[src/rtl/crg_stream_sched.sv]
// crg_stream_sched: round-robin burst scheduler that shares one PRNG stream between
// correlated-randomness requesters. It tags each beat with the owner's mode and drives
// the segmented-adder lane configuration. The lane configuration changes only between bursts.
module crg_stream_sched #(
  parameter int unsigned NUM_REQ  = 3,
  parameter int unsigned LEN_W    = 8,
  parameter int unsigned LEN_PRNG = 256
) (
  input  logic                     clk,
  input  logic                     rst,
  input  logic [NUM_REQ-1:0]       req_i,
  input  logic [3*NUM_REQ-1:0]     width_i,
  input  logic [LEN_W*NUM_REQ-1:0] len_i,
  output logic [NUM_REQ-1:0]       ack_o,
  input  logic                     prng_valid_i,
  input  logic [LEN_PRNG-1:0]      prng_data_i,
  output logic                     prng_ready_o,
  output logic                     out_valid_o,
  input  logic                     out_ready_i,
  output logic [LEN_PRNG-1:0]      out_data_o,
  output logic [NUM_REQ-1:0]       out_mode_o,
  output logic                     out_last_o,
  output logic [2:0]               cfg_width_o,
  output logic [LEN_PRNG-1:0]      cfg_carry_mask_o,
  output logic                     busy_o
);

  localparam int unsigned ID_W = (NUM_REQ > 1) ? $clog2(NUM_REQ) : 1;

  localparam logic [1:0] S_IDLE   = 2'd0;
  localparam logic [1:0] S_CONFIG = 2'd1;
  localparam logic [1:0] S_STREAM = 2'd2;
  localparam logic [1:0] S_DRAIN  = 2'd3;

  // Unsupported width encodings fall back to full 256-bit lanes.
  function automatic logic [2:0] coerce_width(input logic [2:0] w);
    logic [2:0] r;
    case (w)
      3'b000, 3'b100, 3'b110, 3'b111: r = w;
      default:                        r = 3'b111;
    endcase
    return r;
  endfunction

  // A set bit breaks the carry chain at that bit position.
  function automatic logic [LEN_PRNG-1:0] make_carry_mask(input logic [2:0] w);
    logic [LEN_PRNG-1:0] m;
    m      = '0;
    m[32]  = ~w[2];
    m[96]  = ~w[2];
    m[160] = ~w[2];
    m[224] = ~w[2];
    m[64]  = ~w[1];
    m[192] = ~w[1];
    m[128] = ~w[0];
    return m;
  endfunction

  logic [1:0]          state_q, state_d;
  logic [ID_W-1:0]     rr_q, rr_d;
  logic [ID_W-1:0]     id_q, id_d;
  logic [2:0]          width_q, width_d;
  logic [LEN_W-1:0]    rem_q, rem_d;
  logic                cfg_valid_q, cfg_valid_d;
  logic [2:0]          cfg_width_q, cfg_width_d;
  logic [LEN_PRNG-1:0] cfg_mask_q, cfg_mask_d;
  logic                out_valid_q, out_valid_d;
  logic [LEN_PRNG-1:0] out_data_q, out_data_d;
  logic [NUM_REQ-1:0]  out_mode_q, out_mode_d;
  logic                out_last_q, out_last_d;

  logic                prng_ready_c;
  logic [NUM_REQ-1:0]  ack_c;
  logic                gnt_found;
  logic [ID_W-1:0]     gnt_id;
  logic [2:0]          gnt_width;
  logic [LEN_W-1:0]    gnt_len;

  // Round-robin pick: first active request strictly after the last grant, wrapping.
  always_comb begin
    gnt_found = 1'b0;
    gnt_id    = '0;
    gnt_width = 3'b111;
    gnt_len   = '0;
    for (int unsigned k = 1; k <= NUM_REQ; k++) begin
      for (int unsigned i = 0; i < NUM_REQ; i++) begin
        if (!gnt_found && req_i[i] && (((32'(rr_q) + k) % NUM_REQ) == i)) begin
          gnt_found = 1'b1;
          gnt_id    = ID_W'(i);
          gnt_width = coerce_width(width_i[3*i +: 3]);
          gnt_len   = len_i[LEN_W*i +: LEN_W];
        end
      end
    end
  end

  // Next-state and datapath control for grant, reconfigure, stream and drain.
  always_comb begin
    state_d      = state_q;
    rr_d         = rr_q;
    id_d         = id_q;
    width_d      = width_q;
    rem_d        = rem_q;
    cfg_valid_d  = cfg_valid_q;
    cfg_width_d  = cfg_width_q;
    cfg_mask_d   = cfg_mask_q;
    out_valid_d  = out_valid_q;
    out_data_d   = out_data_q;
    out_mode_d   = out_mode_q;
    out_last_d   = out_last_q;
    prng_ready_c = 1'b0;
    ack_c        = '0;
    case (state_q)
      S_IDLE: begin
        if (gnt_found) begin
          id_d    = gnt_id;
          rr_d    = gnt_id;
          width_d = gnt_width;
          rem_d   = (gnt_len == '0) ? LEN_W'(1) : gnt_len;
          state_d = (cfg_valid_q && (gnt_width == cfg_width_q)) ? S_STREAM : S_CONFIG;
        end
      end
      S_CONFIG: begin
        cfg_width_d = width_q;
        cfg_mask_d  = make_carry_mask(width_q);
        cfg_valid_d = 1'b1;
        state_d     = S_STREAM;
      end
      S_STREAM: begin
        prng_ready_c = !out_valid_q || out_ready_i;
        if (out_valid_q && out_ready_i) begin
          out_valid_d = 1'b0;
        end
        if (prng_ready_c && prng_valid_i) begin
          out_valid_d = 1'b1;
          out_data_d  = prng_data_i;
          out_mode_d  = NUM_REQ'(1) << id_q;
          out_last_d  = (rem_q == LEN_W'(1));
          rem_d       = rem_q - LEN_W'(1);
          if (rem_q == LEN_W'(1)) begin
            state_d = S_DRAIN;
          end
        end
      end
      S_DRAIN: begin
        if (out_valid_q && out_ready_i) begin
          ack_c       = NUM_REQ'(1) << id_q;
          out_valid_d = 1'b0;
          out_last_d  = 1'b0;
          state_d     = S_IDLE;
        end
      end
      default: state_d = S_IDLE;
    endcase
  end

  // State and output registers with synchronous reset.
  always_ff @(posedge clk) begin
    if (rst) begin
      state_q     <= S_IDLE;
      rr_q        <= ID_W'(NUM_REQ - 1);
      id_q        <= '0;
      width_q     <= 3'b111;
      rem_q       <= '0;
      cfg_valid_q <= 1'b0;
      cfg_width_q <= 3'b111;
      cfg_mask_q  <= '0;
      out_valid_q <= 1'b0;
      out_data_q  <= '0;
      out_mode_q  <= '0;
      out_last_q  <= 1'b0;
    end else begin
      state_q     <= state_d;
      rr_q        <= rr_d;
      id_q        <= id_d;
      width_q     <= width_d;
      rem_q       <= rem_d;
      cfg_valid_q <= cfg_valid_d;
      cfg_width_q <= cfg_width_d;
      cfg_mask_q  <= cfg_mask_d;
      out_valid_q <= out_valid_d;
      out_data_q  <= out_data_d;
      out_mode_q  <= out_mode_d;
      out_last_q  <= out_last_d;
    end
  end

  // Handshake strobes are suppressed while reset is asserted so an aborted burst is never acked.
  assign prng_ready_o     = prng_ready_c && !rst;
  assign ack_o            = rst ? '0 : ack_c;
  assign out_valid_o      = out_valid_q;
  assign out_data_o       = out_data_q;
  assign out_mode_o       = out_mode_q;
  assign out_last_o       = out_last_q;
  assign cfg_width_o      = cfg_width_q;
  assign cfg_carry_mask_o = cfg_mask_q;
  assign busy_o           = (state_q != S_IDLE);

endmodule

[config.mk]
export PLATFORM = sky130hd
export DESIGN_NAME = crg_stream_sched
export DESIGN_NICKNAME = d
export VERILOG_FILES = /design/src/rtl/crg_stream_sched.sv
export SDC_FILE = /design/constraint.sdc
export NUM_CORES = 1
export LEC_CHECK = 0
export BUFFER_PORTS_ARGS = -buffer_cell sky130_fd_sc_hd__buf_2
export CAP_MARGIN = 20
export CORE_AREA = 10 10 313 315
export CTS_BUF_LIST = sky130_fd_sc_hd__clkbuf_16
export CTS_CLUSTER_SIZE = 24
export DETAILED_ROUTE_END_ITERATION = 10
export DIE_AREA = 0 0 323 325
export PLACE_DENSITY = 0.43
export SLEW_MARGIN = 20
export SYNTH_ARGS = -nofsm -noshare
export SYNTH_HDL_FRONTEND = slang
export SYNTH_SLANG_ARGS = --single-unit
[constraint.sdc]
create_clock -name clk -period 4.8 [get_ports clk]
set_clock_uncertainty 0.2 [all_clocks]
set_input_delay 0 -clock clk [delete_from_list [all_inputs] [get_ports clk]]
set_output_delay 0 -clock clk [all_outputs]
set_load 0.05 [all_outputs]
Word level (Yosys, flattened, before mapping)
Cells that the tools add are included.
- register bits: 289
- word-level logic and storage cells: 156
- div/mod/pow operators: 3
- multiplexer cells: 58
- reduce and logical (&&, ||, !) cells: 51
- bitwise logic cells: 3
- equality and inequality tests: 24
- shifts and indexed selects: 1
- add/subtract/negate cells: 4
- operators by type and width (kind ; number):
    $eq 32x1->1 const B ; 3
    $eq 32x2->1 const B ; 3
    $logic_not 32->1 ; 3
    $mod 32x2->32 const B ; 3
    $mux 8 ; 12
    $mux 3 ; 15
    $eq 3x3->1 const B ; 9
    $mux 2 ; 12
    $logic_and 1x1->1 ; 21
    $pmux 8 s2 ; 1
    $mux 1 ; 15
    $reduce_or 4->1 ; 3
    $logic_not 1->1 ; 10
    $logic_not 3->1 ; 3
    $eq 8x1->1 const B ; 1
    $logic_not 8->1 ; 1
    $ne 2x2->1 const B ; 4
    $pmux 2 s4 ; 1
    $sub 8x1->8 const B ; 1
    $add 2x2->3 const B ; 2
    $reduce_and 3->1 ; 2
    $reduce_bool 2->1 ; 3
    $eq 2x2->1 const B ; 2
    $pmux 1 s2 ; 2
    other kinds (9) ; 12

Longest topological paths before layout
- word-level depth: 42
- gate-level depth with buffers: 11
- depth with buffers taken out: 9

Worst setup path after synthesis
Ideal clock, no wire load.
- kind: flip-flop to flip-flop
- from: register rr_q[1]
- to: register state_q[0]
- path buffers: 0
- cell stages (with the launch flop): 10
- arrival: 2.353 ns
- library setup time: 0.122 ns
- path slack: 2.125 ns
- period minus slack after synthesis: 2.675 ns
- cell sequence: dfxtp_1 inv_1 ha_1 nand2_2 and3_1 o21bai_2 a222oi_1 xor2_1 a211o_1 a221o_1
- word-level cells in the longest chain between the ends: 42
- elaborated cells between the ends (all ways): 65
- those cells by class: add/sub (3); div (3); eq/ne (8); mux (21); reduce/logical (30)
- RTL lines (what ; line ; source):
    start, declared ; 60 ; logic [ID_W-1:0] rr_q, rr_d;
    start signal, assigned ; 161 ; rr_q <= ID_W'(NUM_REQ - 1);
    start signal, assigned ; 174 ; rr_q <= rr_d;
    $add 2x1->3 ; 87 ; if (!gnt_found && req_i[i] && (((32'(rr_q) + k) % NUM_REQ) == i)) begin
    $mod 32x2->32 ; 87 ;
    $logic_not 32->1 ; 87 ;
    $logic_and 1x1->1 ; 87 ;
    $mux 1 ; 87 ;
    $logic_not 1->1 ; 87 ;
    $logic_and 1x1->1 (2 in series) ; 87 ;
    $mux 1 ; 87 ;
    [24 not listed] ; - ;
    $logic_not 1->1 ; 87 ;
    $logic_and 1x1->1 (2 in series) ; 87 ;
    $mux 3 ; 87 ;
    $eq 3x3->1 ; 120 ; state_d = (cfg_valid_q && (gnt_width == cfg_width_q)) ? S_STREAM : S_CONFIG;
    $logic_and 1x1->1 ; 120 ;
    $mux 2 ; 120 ;
    $mux 2 ; 115 ; if (gnt_found) begin
    $pmux 2 s4 ; 113 ; case (state_q)
    end signal, assigned ; 173 ; state_q <= state_d;
    end, declared ; 59 ; logic [1:0] state_q, state_d;
Parallel ways exist; a longest one is shown, timed or not. The select of a mux whose other input is x is not followed.
A chain may end at the register's enable or synchronous reset.

Worst setup path after layout
- from: register rr_q[1]
- to: register rem_q[6]
- word-level cells in the longest chain between the ends: 41
- elaborated cells between the ends (all ways): 64
- those cells by class: add/sub (3); div (3); eq/ne (7); mux (21); reduce/logical (30)
- RTL lines (what ; line ; source):
    $add 2x1->3 ; 87 ;
    $mod 32x2->32 ; 87 ;
    $logic_not 32->1 ; 87 ;
    $logic_and 1x1->1 ; 87 ;
    $mux 1 ; 87 ;
    $logic_not 1->1 ; 87 ;
    $logic_and 1x1->1 (2 in series) ; 87 ;
    $mux 1 ; 87 ;
    [23 not listed] ; - ;
    $mux 1 ; 87 ;
    $logic_not 1->1 ; 87 ;
    $logic_and 1x1->1 (2 in series) ; 87 ;
    $mux 8 ; 87 ;
    $logic_not 8->1 ; 119 ; rem_d = (gnt_len == '0) ? LEN_W'(1) : gnt_len;
    $mux 8 ; 119 ;
    $mux 8 ; 115 ;
    $pmux 8 s2 ; 113 ;
    end signal, assigned ; 177 ; rem_q <= rem_d;
    end, declared ; 63 ; logic [LEN_W-1:0] rem_q, rem_d;
Parallel ways exist; a longest one is shown, timed or not. The select of a mux whose other input is x is not followed.

==> flow_summary.yaml <==
timing:
  grt_setup_unrepaired: "no"
  period_share: 0.896
  setup_viol_count_final: 0
  drv_slew: 0
  hold_viol_final: 0
  whs_ps: 49.2
  maxSlewHeadroom: 0.169
  tns_ps: 0
  fin_crit_ps: 4300
  fmax_ghz: 0.233
  tightestPinTransition_ps: 1250
setup_path:
  timing.critical_path.from: "rr_q[1]$_SDFFE_PP1P_"
  cp_max_fo: 16
  worstReg2RegEnd: "rem_q[6]$_SDFFE_PP0P_"
  start_kind: "register"
  cp.arrival_ps: 4600
  rr_startpoint: "rr_q[1]$_SDFFE_PP1P_"
  cp.required_ps: 5100
  endpoint_kind: "register"
  crit_type: "reg -> reg"
  r2r_cells: 11
  r2r_setup_slack_ps: 500
die:
  pin_count: 821
  initial_utilization: 0.140
  die_w_um: 323
  core-area_mm2: 0.0914
  rows: 111
  die_area_mm2: 0.105
  die_h_um: 325
cts:
  insertion_delay_ps: 560
  htreeDepth: 2
  cts_tree: "done"
  clk_path_buf_depth: 3
  cts.sinks: 284
  clk_pin_slew_ps: 60
  numCtsBuffers: 38
  clock_tree.root_cell: "clkbuf_16"
  cts_setup_buffers: 0
yosys:
  synth.most_common_cell: "nand2_1"
  synth_cell_types: 66
  yosysSeqAreaShare: 0.444
  yosys.area.top_type_share: 0.444
  synth_warnings: 0
  netlist_area_mm2: 0.0128
  synth_top_area_cell: "dfxtp_1"
  synthArstFlopShare: 0
  netlist_instances: 1661
  ys.flop_type: "dfxtp_1"
  avgSynthCellArea_um2: 7.72
  synth-seq-cells: 284
  yosys-top-cells-count: "nand2_1 (530), dfxtp_1 (284), a21oi_1 (280)"
  synthTopCellsByArea: "dfxtp_1 (44%), nand2_1 (16%), buf_4 (15%)"
  synth_edf_count: 0
hold_path:
  min_to: "out_data_o[19]$_SDFFE_PP0P_"
  hold-path-cell-count: 4
  hold_start: "prng_data_i[19]"
  hold_class: "in -> reg"
finish:
  layout-drive-gt1-share: 0.231
  fill_cells: 9911
  layout.nets: 3115
  area_delta_synth_final_pct: 82.6
place:
  hpwl_um: 41800
  routabilityCongestion: 0.770
  port_buffers: 571
pwr:
  p_per_area_mw_per_mm2: 370
  p_int_mw: 5.14
  p_switching_mw: 3.53
  p_comb_frac: 0.380
  clkPwrFrac: 0.301
  switching_share: 0.407
  peakVddDrop_uv: 232
  pwr-share-seq: 0.319
  p_leak_nw: 10.4
status:
  status: "complete, no violations"
detailed_routing:
  vias: 14743
  drc: 0
  wl_per_cell_um: 15.0
  dr.pass1.iters: 5
  drt_iter0_markers: 596
  wl_um: 60400
  viasPerCell: 3.66
  antenna_left: 0
global_route:
  grt_pass1_vias: 15223
  grt_start_max_net_pins: 170
  grtUsageTotal: 0.108
  antenna_found_initial: 7
  grt_pass1_wl_um: 90300
  overflow: 0
flow_run:
  max_cap_violations: 0
[what timing repair did]
action,4_1_cts,5_1_grt
hold buffers,630,0
setup endpoints to repair,0,0
gates resized for setup,0,0
hold endpoints to repair,284,0
[layout make-up]
class,count,area [µm²],area share
tap,1186,1480,0.0634
antenna,2,5.00,0.000214
sequential,284,5690,0.243
clock buffer,38,951,0.0406
timing repair buffer,1211,9320,0.399
clock inverter,29,155,0.00663
multi-input combinational,1262,5750,0.246
inverter,12,45.0,0.00193
[layout by cell type (no fill, tap or decap), types with 3 or more instances in the layout]
cell type / n
a22oi_1: 5
buf_2: 570
a211o_1: 3
nor3_1: 13
nor3b_1: 3
a211oi_1: 5
buf_4: 4
clkbuf_16: 38
clkinv_2: 9
a21oi_1: 280
nand3_1: 12
nor2_1: 37
nand2b_1: 10
a222oi_1: 8
o211ai_1: 5
o22ai_1: 3
nand2_1: 530
inv_6: 3
dfxtp_1: 284
buf_12: 6
a21o_1: 4
clkinv_1: 6
nand3b_1: 3
inv_1: 20
mux2i_1: 4
and3_1: 3
dlygate4sd3_1: 630
conb_1: 249
nor2b_1: 7
ha_1: 10
o21ai_0: 15
or2_2: 4
[power by group through the flow]
| stage | registers (mW) | logic [mW] | clock network (mW) |
|---|---|---|---|
| 5_1_grt | 2.80 | 3.56 | 2.82 |
| 2_1_floorplan | 3.47 | 1.59 | 0 |
| 6_report | 2.76 | 3.30 | 2.61 |
| 3_5_place_dp | 2.81 | 2.80 | 0 |
| 3_3_place_gp | 2.81 | 2.81 | 0 |
| 4_1_cts | 2.76 | 3.29 | 2.76 |
[state kept, by name, indices dropped and copies added (netlist names)]
| signal | flops |
|---|---|
| rr_q | 2 |
| cfg_valid_q | 1 |
| out_last_o | 1 |
| out_data_o | 256 |
| id_q | 1 |
| out_mode_o | 3 |
| out_valid_o | 1 |
| width_q | 3 |
| state_q | 2 |
| cfg_width_o | 3 |
| rem_q | 8 |
| cfg_carry_mask_o | 3 |
[through the flow]
step | std cells | area (µm²) | utilization | setup WS, ps | power [mW]
6_report | 4024 | 23400 | 0.256 | 500 | 8.67
5_1_grt | 4024 | 23400 | 0.256 | 236 | 9.18
4_1_cts | 4022 | 23400 | 0.256 | 485 | 8.82
3_5_place_dp | 3325 | 16000 | 0.175 | 1390 | 5.61
3_3_place_gp | 3325 | 16000 | 0.175 | 1460 | 5.62
2_1_floorplan | 1909 | 13700 | - | 2130 | 5.06
[how the worst max path moves through the flow]
stage,end,cells past startpoint
5_1_grt,rem_q[6]$_SDFFE_PP0P_,11
3_3_place_gp,state_q[0]$_SDFFE_PP0P_,9
2_1_floorplan,state_q[0]$_SDFFE_PP0P_,9
4_1_cts,rem_q[6]$_SDFFE_PP0P_,11
3_5_place_dp,state_q[0]$_SDFFE_PP0P_,9
6_report,rem_q[6]$_SDFFE_PP0P_,11
[logic make-up after synthesis]
| logic type | synth area share |
|---|---|
| mux | 0.00312 |
| xor+xnor | 0.000684 |
| compound gates | 0.156 |
| flops | 0.444 |
| other cells | 0.000293 |
| buf+inv | 0.182 |
| simple gates | 0.204 |
| fa+ha+maj | 0.00976 |
[layer usage]
layer	vias to the layer above	part of all wire	GRT usage
met5	-	0.00058	0
met4	6	0.029	0.0396
met3	81	0.10	0.0426
met2	550	0.48	0.184
met1	6872	0.39	0.121
li1	7234	-	-
[worst max-delay path, cell delays in order (launching register included)]
cell           delay, ps
dfxtp_1              360
inv_1                 70
ha_1                 630
nor2_1               200
or3_1                400
a41o_1               230
a31oi_1              200
dlygate4sd3_1        580
o2111ai_1            110
dlygate4sd3_1        580
a21oi_1              130
dlygate4sd3_1        560
(Power assumes the default switching activity.)
